## config.mk

```make
export PLATFORM = sky130hd
export DESIGN_NAME = mmio_uart_tx_flat
export DESIGN_NICKNAME = d
export VERILOG_FILES = /design/src/rtl/mmio_uart_tx_if.sv /design/src/rtl/mmio_uart_tx.sv /design/src/flat_wrapper.sv
export SDC_FILE = /design/constraint.sdc
export NUM_CORES = 1
export LEC_CHECK = 0
export CORE_MARGIN = 3
export CORE_UTILIZATION = 49
export DETAILED_ROUTE_END_ITERATION = 8
export PLACE_DENSITY = 0.87
export SLEW_MARGIN = 10
export SYNTH_ARGS = -nofsm -noshare
export SYNTH_HDL_FRONTEND = slang
export SYNTH_SLANG_ARGS = --single-unit
```

## constraint.sdc

```tcl
create_clock -name clk -period 2.5 [get_ports clk]
set_input_delay 0.5 -clock clk [delete_from_list [all_inputs] [get_ports clk]]
set_output_delay 0.5 -clock clk [all_outputs]
set_load 0.05 [all_outputs]
```

## src/rtl/mmio_uart_tx_if.sv

```systemverilog
// mmio_uart_tx_if: CPU data-port bundle (address, store data, lane enables, read data)
interface mmio_uart_tx_if #(parameter int XLEN = 32);
  logic [XLEN-1:0] mem_addr;
  logic [XLEN-1:0] mem_din;
  logic [XLEN-1:0] rdata;
  logic [XLEN/8-1:0] mem_w;
  logic [XLEN/8-1:0] mem_r;
  modport master(output mem_addr, mem_din, mem_w, mem_r, input rdata);
  modport slave(input mem_addr, mem_din, mem_w, mem_r, output rdata);
endinterface

```

## src/rtl/mmio_uart_tx.sv

```systemverilog
// mmio_uart_tx: memory-mapped 8N1 UART transmitter with TX FIFO and same-cycle register reads
module mmio_uart_tx #(
  parameter int XLEN = 32,
  parameter logic [XLEN-1:0] BASE = 32'h10000000,
  parameter int FIFO_DEPTH = 4,
  parameter logic [15:0] DIV_RESET = 16'd433
) (
  input logic clk,
  input logic rst,
  mmio_uart_tx_if.slave bus,
  output logic tx,
  output logic irq
);
  localparam int AW = $clog2(FIFO_DEPTH);
  typedef enum logic [1:0] {IDLE, START, DATA, STOP} state_t;
  state_t state, state_n;
  logic [7:0] fifo [FIFO_DEPTH];
  logic [AW-1:0] wp, rp;
  logic [AW:0] count;
  logic [15:0] div, bcnt, bcnt_n;
  logic [2:0] bidx, bidx_n;
  logic [7:0] shift, shift_n;
  logic [1:0] rsel;
  logic hit, full, empty, busy, push_req, push, pop, ovf, tx_n, unused_bits;
  assign hit = bus.mem_addr[XLEN-1:4] == BASE[XLEN-1:4];
  assign rsel = bus.mem_addr[3:2];
  assign full = count == (AW+1)'(FIFO_DEPTH);
  assign empty = count == '0;
  assign busy = state != IDLE;
  assign irq = !full;
  assign pop = state == IDLE && !empty;
  assign push_req = hit && rsel == 2'd0 && bus.mem_w[0];
  // a full FIFO still accepts when the FSM frees a slot on the same edge
  assign push = push_req && (!full || pop);
  assign bus.rdata = !(hit && |bus.mem_r) ? '0 :
                     rsel == 2'd1 ? XLEN'({ovf, busy, empty, full}) :
                     rsel == 2'd2 ? XLEN'(div) : '0;
  assign unused_bits = &{bus.mem_addr[1:0], bus.mem_din[XLEN-1:16], bus.mem_w[XLEN/8-1:2]};
  always_comb begin
    state_n = state;
    bcnt_n = bcnt == '0 ? div : bcnt - 16'd1;
    bidx_n = bidx;
    shift_n = shift;
    tx_n = 1'b1;
    case (state)
      IDLE: begin
        bcnt_n = div;
        if (!empty) begin
          state_n = START;
          shift_n = fifo[rp];
        end
      end
      START: begin
        tx_n = 1'b0;
        if (bcnt == '0) begin
          state_n = DATA;
          bidx_n = '0;
        end
      end
      DATA: begin
        tx_n = shift[0];
        if (bcnt == '0) begin
          state_n = bidx == 3'd7 ? STOP : DATA;
          bidx_n = bidx + 3'd1;
          shift_n = shift >> 1;
        end
      end
      default: state_n = bcnt == '0 ? IDLE : STOP;
    endcase
  end
  // tx is registered, so the line lags the state by one clock
  always_ff @(posedge clk) begin
    if (rst) begin
      state <= IDLE;
      wp <= '0;
      rp <= '0;
      count <= '0;
      ovf <= 1'b0;
      div <= DIV_RESET;
      bcnt <= '0;
      bidx <= '0;
      shift <= '0;
      tx <= 1'b1;
    end else begin
      state <= state_n;
      bcnt <= bcnt_n;
      bidx <= bidx_n;
      shift <= shift_n;
      tx <= tx_n;
      wp <= push ? wp + AW'(1) : wp;
      rp <= pop ? rp + AW'(1) : rp;
      count <= count + (AW+1)'(push) - (AW+1)'(pop);
      ovf <= (push_req && !push) ? 1'b1 : (hit && rsel == 2'd1 && |bus.mem_w) ? 1'b0 : ovf;
      if (hit && rsel == 2'd2 && bus.mem_w[0] && bus.mem_w[1])
        div <= bus.mem_din[15:0];
    end
  end
  always_ff @(posedge clk)
    if (push)
      fifo[wp] <= bus.mem_din[7:0];
endmodule

```

## src/flat_wrapper.sv

```systemverilog
// flat-port wrapper written by rule: the top's interface ports become plain ports
module mmio_uart_tx_flat 
#(
  parameter int XLEN = 32,
  parameter logic [XLEN-1:0] BASE = 32'h10000000,
  parameter int FIFO_DEPTH = 4,
  parameter logic [15:0] DIV_RESET = 16'd433
)
  (clk, rst, tx, irq, bus_mem_addr, bus_mem_din, bus_mem_w, bus_mem_r, bus_rdata);
  mmio_uart_tx_if #(.XLEN(XLEN)) bus_i ();
  input logic clk;
  input logic rst;
  output logic tx;
  output logic irq;
  input wire logic [$bits(bus_i.mem_addr)-1:0] bus_mem_addr;
  input wire logic [$bits(bus_i.mem_din)-1:0] bus_mem_din;
  input wire logic [$bits(bus_i.mem_w)-1:0] bus_mem_w;
  input wire logic [$bits(bus_i.mem_r)-1:0] bus_mem_r;
  output wire logic [$bits(bus_i.rdata)-1:0] bus_rdata;
  assign bus_i.mem_addr = bus_mem_addr;
  assign bus_i.mem_din = bus_mem_din;
  assign bus_i.mem_w = bus_mem_w;
  assign bus_i.mem_r = bus_mem_r;
  assign bus_rdata = bus_i.rdata;
  mmio_uart_tx #(.XLEN(XLEN), .BASE(BASE), .FIFO_DEPTH(FIFO_DEPTH), .DIV_RESET(DIV_RESET)) u_core (.clk(clk), .rst(rst), .bus(bus_i), .tx(tx), .irq(irq));
endmodule
```

After elaboration in Yosys (flattened, before gate mapping). Memories as Yosys holds them, arrays and structs flattened. A register that Yosys moved wholly into a read port is not among the register bits. Cells that the tools add are included.

Logic and storage cells: 79. Register bits after elaboration: 54. Output and inout bits: 34. Input port bits: 74. Memory bits (writable): 32. Memories: 1.

Memories: u_core.fifo (depth 4, width 8, rd ports 1, clocked after Yosys merged registers in 1, wr ports 1, RTL line mmio_uart_tx.sv:17) `logic [7:0] fifo [FIFO_DEPTH];`.

Reductions and logical operators: 28. Mux-type cells: 24. Eq/ne operators: 10. $add $sub $neg: 6.

Operator list (number): 32-bit two-way mux (2); 16-bit two-way mux (3); 28-bit by 25-bit equality test with 1-bit output, second input constant (1); 16-bit logical NOT (1); 8-bit two-way mux (2); 8-bit case mux with 2 select lines (1); 16-bit by 1-bit subtractor with 16-bit output, second input constant (1); 2-bit two-way mux (6); 1-bit logical AND (11); 3-bit AND reduction (3); 2-bit nonzero test (4); 4-bit OR reduction (2); 3-bit equality test, second input constant (2); 3-bit two-way mux (2); 2-bit case mux with 3 select lines (1); 3-bit case mux with 2 select lines (1); 1-bit two-way mux (5); 2-bit by 1-bit adder with 2-bit output, second input constant (2); 2-bit by 1-bit equality test with 1-bit output, second input constant (2); 2-bit equality test, second input constant (2); 2-bit logical NOT (2); 2-bit by 1-bit != test with 1-bit output, second input constant (2); 3-bit by 1-bit adder with 3-bit output (1); 3-bit by 1-bit adder with 3-bit output, second input constant (1); other kinds (6) (8).

Depth between registers and ports, before layout. Gate-level depths: netlist of run 1.

Word-level depth: 8. Depth in mapped cells: 10. Mapped depth without buffers: 10.

Worst setup path before layout of run 1. OpenSTA, ideal clock, no wires.

Path type: input to output. From: in bus_mem_addr[30]. To: out bus_rdata[10]. Stages on the path: 6. Slack: -0.202 ns. Data arrival time: 2.202 ns. Data required time: 2.000 ns. Path through: nor4_1 -> nand4_1 -> or3_4 -> nor3b_2 -> buf_2 -> and2_1.

Longest elaborated chain between the ends: 3.

RTL lines: start, declared (RTL line flat_wrapper.sv:15) `input wire logic [$bits(bus_i.mem_addr)-1:0] bus_mem_addr;`; 28-bit by 25-bit equality test with 1-bit output (RTL line mmio_uart_tx.sv:25) `assign hit = bus.mem_addr[XLEN-1:4] == BASE[XLEN-1:4];`; 1-bit logical AND (RTL line mmio_uart_tx.sv:35) `assign bus.rdata = !(hit && |bus.mem_r) ? '0 :`; 32-bit two-way mux (RTL line mmio_uart_tx.sv:35); end, declared (RTL line flat_wrapper.sv:19) `output wire logic [$bits(bus_i.rdata)-1:0] bus_rdata;`.

No other way between the ends.

Final worst setup path of run 1.
From: in bus_mem_addr[8]. To: out bus_rdata[5].

The elaborated chain is that of the path after synthesis.

==> results.cfg, run 1 <==
[status]
status = complete, but fails checks
violations = setup timing

[critical_path]
worst-path-buf-inv = 3
critPathSlowestCell = or3_4
crit_type = in2out
required_ns = 2.00
crit_path_cell_trace = buf_2 -> nor4_1 -> nand3_1 -> or3_4 -> nor3b_4 -> buf_6 -> and2_4 -> buf_12
cp_max_fo = 6
cpPeakStageDelay_ns = 0.44
r2r-start = u_core.state[0]$_SDFFE_PP0P_
endpoint_kind = output pin
arrival_ns = 2.19
startpoint_type = input pin
critPathLaunch = bus_mem_addr[8]
cp_top_family = simple AND/OR/NAND/NOR gates

[timing]
fmax_ghz = 0.3716
rsz0062_at_grt = true
drv_slew = 0
setup_violations = 13
maxSlewHeadroom_pct = 65.99
worst_slack_ns = -0.1912
hold_violations = 0
worst_pin_slew_ns = 0.5095
finalClockSkew_ns = 0.008328
period_needed_ns = 2.691
fin_crit_sh_pct = 107.6

[global_route]
use_met1_pct = 24.39
grt_pass1_vias = 3211
met2_usage_pct = 33.28
grt_pass1_wl_mm = 15.27
grt_util_met3_pct = 5.237
grt_busiest_layer = met2
grt_util_all_layers_pct = 19.82
grt_start_max_net_pins = 45
antenna_found_initial = 0
overflow = 0

[pwr]
leakage_nw = 1.982
peakVddDrop_mv = 0.2819
pwr_density_cell_nw_per_um2 = 534.0

[layout]
seq_area_um2 = 2085
fin_nets = 570
fill_cells = 582
area_growth_pct = 32.35
postLayoutCellArea_um2 = 5559
drive_gt1_share_pct = 25.46
layout_common_cells = dfxtp_1, nor2_1, edfxtp_1
diodes = 0
multi_input_area_um2 = 2057
final_common_cell = dfxtp_1

[logic_synthesis]
async_flop_share_pct = 0
synth_cell_type_count = 51
ys_top_cells_by_area = dfxtp_1, edfxtp_1, nor2_1
yosys_most_used_dff = dfxtp_1
yosys.area.top_type_share_pct = 26.69
ys_seq_elements = 88
syn_inst = 393
yosysTopAreaCell = dfxtp_1
netlist_area_um2 = 4200
ys_seq_area_share_pct = 49.57
synth-edff-count = 32
ys_warn_count = 0
avgSynthCellArea_um2 = 10.69

[detailed_routing]
firstDrtPassIters = 4
drt_wl_total_mm = 9.675
vias = 3277
wl_per_cell_um = 16.34
ant_nets = 0
drc_errors = 0
vias_per_cell = 5.535
drtIter0Drc = 160

[placement]
gp_congestion = 0.8732
dpl-instance-area_um2 = 5291
numPortBuffers = 73
hpwl_mm = 6.701
pre_cts_ws_ns = -0.4564

[clock_network]
clk-insertion-delay-late_ns = 0.35
cts_buffers = 9
cts_tree = done
holdBufCountCts = 0
cts_sinks = 88
htreeDepth = 3
clk_pin_slew_worst_paths_ns = 0.08
cts_buffer_depth = 2
cts-root-buf = clkbuf_8

[floorplan]
die_area_um2 = 9719
row_count = 33
die_h_um = 98.59
fp.dieW_um = 98.59
core_area_um2 = 8258
start_util_pct = 50.86
io_pins = 108

[min_path]
hp-start = rst
hold_path_class = in2reg

[run]
cap_violations = 0
[power breakdown]
| group | total, mW | switching [mW] | leakage, nW | internal [mW] |
|---|---|---|---|---|
| logic | 0.520 | 0.310 | 1.15 | 0.210 |
| clock network | 0.865 | 0.505 | 0.0854 | 0.360 |
| registers | 1.58 | 0.0541 | 0.742 | 1.53 |
| total | 2.97 | 0.869 | 1.98 | 2.10 |
[state kept, by name (all words and copies together) (netlist names), named ones only]
name / count
u_core.bcnt: 16
u_core.fifo: 32
u_core.rp: 2
u_core.wp: 2
u_core.ovf: 1
u_core.tx: 1
u_core.div: 16
u_core.bidx: 3
u_core.shift: 8
u_core.state: 2
u_core.count: 3
[cell type report]
type / instances / share of cell area, %
inverter: 14 / 0.9453
clock buffer: 9 / 2.228
tap: 105 / 2.363
timing repair buffer: 97 / 19.11
multi-input combinational: 272 / 37.00
clock inverter: 7 / 0.8553
sequential: 88 / 37.50
[Yosys cell counts, types with 2 or more instances]
master / n
nor3b_1: 2
nand2_1: 16
dfxtp_1: 56
a21oi_1: 12
ha_1: 13
buf_4: 17
o31ai_1: 2
nor4_1: 11
nor2_1: 53
nor2b_1: 5
o21ai_0: 3
nor3_1: 13
buf_2: 4
nand3_1: 9
o22ai_1: 7
xnor2_1: 10
xor2_1: 8
and2_1: 18
a22oi_1: 4
mux2i_1: 19
nand3b_1: 2
a211oi_1: 12
edfxtp_1: 32
inv_1: 14
a211oi_2: 3
mux4_2: 8
o21ai_1: 2
nand4_1: 2
nor3_2: 2
nor4_4: 2
clkbuf_1: 12
[timing repair]
| action | in CTS | in global routing |
|---|---|---|
| setup endpoints to repair | 16 | 61 |
| resized for setup | 99 | 16 |
| buffers inserted | 12 | 1 |
| pin swaps | 15 | 11 |
| cloned | 1 | 0 |
[metal layers]
metal  vias up  share of wire, %
met4         0               2.6
met5         -                 0
met3        25               7.9
met2       128                51
met1      1563                39
li1       1561                 -
[worst register-to-register path, delay by kind of cell, from the launching register on]
kind | cells | cell delay [ns]
adder cells (fa/ha/maj) | 3 | 0.84
AND/OR/NAND/NOR | 4 | 0.76
flip-flops | 1 | 0.37
XOR/XNOR | 1 | 0.17
buffers and inverters | 1 | 0.09
[metrics by stage]
step / TNS (ns) / hold slack [ns] / power (mW) / utilization (%) / cells
after floorplan: -0.3665 / 0.4350 / 1.967 / - / 408
after global placement: -7.939 / 0.4464 / 2.108 / 64.08 / 568
after detailed placement: -9.400 / 0.4630 / 2.130 / 64.08 / 568
after CTS: -1.940 / 0.4111 / 2.972 / 66.98 / 597
after global routing: -3.649 / 0.4336 / 3.108 / 67.32 / 592
final: -2.206 / 0.4339 / 2.969 / 67.32 / 592
[final timing paths]
| kind | end | slack (ns) | depth (start not counted) |
|---|---|---|---|
| worst min register to register | u_core.shift[2]$_SDFFE_PP0P_ | 0.48 | 2 |
| worst min-delay path | u_core.bidx[0]$_SDFFE_PP0P_ | 0.43 | 2 |
| worst max register to register | u_core.count[2]$_SDFF_PP0_ | 0.16 | 9 |
| worst max-delay path | bus_rdata[5] | -0.19 | 8 |
[kinds of logic (layout without fill, tap and decap cells)]
logic type                 after synthesis  in the layout  share of synthesized area (%)
AOI/OAI and AO/OA                       54             54                          9.026
other                                    1             16                        0.08928
xor gates and xnor gates                18             18                          3.753
adders and majority gates               14             14                          4.349
and+or+nand+nor                        143            143                          18.47
muxes                                   27             27                          8.817
buffers and inverters                   48            127                          5.928
DFF                                     88             88                          49.57
(Power assumes the default switching activity.)
==> inputs of run 2 (changes only) <==
--- a/config.mk
+++ b/config.mk
@@ -5,10 +5,9 @@
 export SDC_FILE = /design/constraint.sdc
 export NUM_CORES = 1
 export LEC_CHECK = 0
-export CORE_MARGIN = 3
 export CORE_UTILIZATION = 49
 export DETAILED_ROUTE_END_ITERATION = 8
-export PLACE_DENSITY = 0.87
+export PLACE_DENSITY = 0.89
 export SLEW_MARGIN = 10
 export SYNTH_ARGS = -nofsm -noshare
 export SYNTH_HDL_FRONTEND = slang
==> run 2 against run 1 <==
Effect of this change:
- the flow still finishes with violations (setup timing)
- wire length shrank 0.24%
- combinational power grew 2%
- cell count shrank 0.17%
- clock skew shrank 0.0035 ns
- first-iteration DRC count grew 46%
- clock power grew 16%
- critical path type unchanged
- critical endpoint is now bus_rdata[13]
==> results.cfg, run 2 (synthesis results as in run 1) <==
[detailed_routing]
firstDrtPassIters = 5
wl_per_cell_um = 16.33
drc_errors = 0
drtIter0Drc = 234
vias = 3323
ant_nets = 0
drt_wl_total_mm = 9.652
vias_per_cell = 5.623

[status]
violations = setup timing
status = complete, but fails checks

[global_route]
overflow = 0
grt_util_all_layers_pct = 23.32
grt_pass1_vias = 3303
grt_busiest_layer = met2
use_met1_pct = 27.44
grt_start_max_net_pins = 31
grt_pass1_wl_mm = 15.75
met2_usage_pct = 41.18
antenna_found_initial = 0
grt_util_met3_pct = 4.428

[critical_path]
startpoint_type = input pin
critPathLaunch = bus_mem_addr[19]
crit_type = in2out
r2r_slack_ns = 0.12
reg2regPathDepth = 9
endpoint = bus_rdata[13]
worst_r2r_endpoint = u_core.count[2]$_SDFF_PP0_
arrival_ns = 2.16
cp_max_fo = 6
required_ns = 2.00
r2r-start = u_core.state[0]$_SDFFE_PP0P_
endpoint_kind = output pin

[clock_network]
clk_pin_slew_worst_paths_ns = 0.09
htreeDepth = 3
cts_tree = done
cts_buffer_depth = 2
cts-root-buf = clkbuf_8
holdBufCountCts = 0
cts_buffers = 9
clk-insertion-delay-late_ns = 0.36
cts_sinks = 88

[floorplan]
start_util_pct = 50.86
core_area_um2 = 8258
io_pins = 108
row_count = 33
die_h_um = 94.59
fp.dieW_um = 94.59
die_area_um2 = 8946

[timing]
worst_pin_slew_ns = 0.5422
fmax_ghz = 0.3762
period_needed_ns = 2.658
setup_violations = 16
maxSlewHeadroom_pct = 63.81
drv_slew = 0
fin_crit_sh_pct = 106.3
setup_tns_ns = -1.966
worst_slack_ns = -0.1579
hold_violations = 0
finalClockSkew_ns = 0.004793
rsz0062_at_grt = true

[layout]
regMostFlops = u_core.fifo
fin_nets = 569
drive_gt1_share_pct = 24.69
largest_reg_flops = 32
postLayoutCellArea_um2 = 5593
layout_common_cells = dfxtp_1, nor2_1, edfxtp_1
area_growth_pct = 33.15
diodes = 0
reg.largest.list = u_core.fifo x32, u_core.bcnt x16, u_core.div x16
final_common_cell = dfxtp_1

[min_path]
hp-start = u_core.shift[5]$_SDFFE_PP0P_
hold_path_class = reg2reg

[placement]
numPortBuffers = 73
dpl-instance-area_um2 = 5299
gp_congestion = 0.8941
hpwl_mm = 6.639

[run]
cap_violations = 0

[pwr]
pwr_density_cell_nw_per_um2 = 555.9
peakVddDrop_mv = 0.4025
leakage_nw = 2.002
-- run 2: cell count changes in the layout (fill, tap and decap cells not counted), moves of 3 or more --
cell,delta
buf_2,-4
nor2_4,-4
clkinv_2,-3
nor2_1,+4
buf_6,+4
-- run 2: repair_timing --
| item | in CTS | in global routing |
|---|---|---|
| pin swaps | 13 | 12 |
| resized for setup | 97 | 18 |
| gates cloned | 1 | 0 |
| setup buffers | 7 | 1 |
| setup endpoints to repair | 16 | 61 |
-- run 2: power by group --
group	leakage, nW	switching [mW]	internal [mW]
logic	1.16	0.315	0.214
registers	0.741	0.0516	1.53
clock network	0.0964	0.528	0.472
-- run 2: final cells by class --
class	count	area, um^2
multi-input combinational	272	2047
fill	557	2665
clock buffer	9	123.9
inverter	14	52.55
clock inverter	7	80.08
timing repair buffer	96	1075
tap	105	131.4
sequential	88	2083
-- run 2: worst min-delay path by stage --
stage / to / slack [ns] / cells past startpoint
floorplan: u_core.shift[5]$_SDFFE_PP0P_ / 0.43 / 2
global placement: u_core.shift[5]$_SDFFE_PP0P_ / 0.44 / 2
detailed placement: u_core.shift[5]$_SDFFE_PP0P_ / 0.46 / 2
CTS: u_core.shift[5]$_SDFFE_PP0P_ / 0.48 / 2
global route: u_core.shift[5]$_SDFFE_PP0P_ / 0.49 / 2
finish: u_core.shift[5]$_SDFFE_PP0P_ / 0.48 / 2
-- run 2: worst max-delay path, cell delays in order --
cell and delay, ns:
buf_6 0.09, nor4_2 0.26, nand3_1 0.14, or3_4 0.43, nor3b_4 0.27, buf_6 0.18, and2_4 0.16, buf_12 0.13
-- run 2: metrics by stage --
stage	power (mW)	worst slack (ns)	utilization, %	cells	hold WS, ns
after floorplan	1.967	-0.07600	-	408	0.4350
after global placement	2.106	-0.4682	64.17	569	0.4421
after detailed placement	2.129	-0.5107	64.17	569	0.4597
after CTS	3.108	-0.1826	67.20	593	0.4784
after global routing	3.240	-0.2674	67.73	591	0.4913
final	3.109	-0.1579	67.73	591	0.4795
-- run 2: layer usage --
metal	vias to the layer above	wire length, um	part of all wire, %
li1	1557	-	-
met1	1593	3795	39
met2	152	5036	52
met3	21	663	6.9
met4	0	157	1.6
met5	-	0	0
==> inputs of run 3 (changes only) <==
--- a/config.mk
+++ b/config.mk
@@ -6,6 +6,7 @@
 export NUM_CORES = 1
 export LEC_CHECK = 0
 export CORE_UTILIZATION = 49
+export CTS_CLUSTER_DIAMETER = 120
 export DETAILED_ROUTE_END_ITERATION = 8
 export PLACE_DENSITY = 0.89
 export SLEW_MARGIN = 10
==> results of run 3 <==
Same layout as run 2: the final DEF is identical, and so are final timing and power.
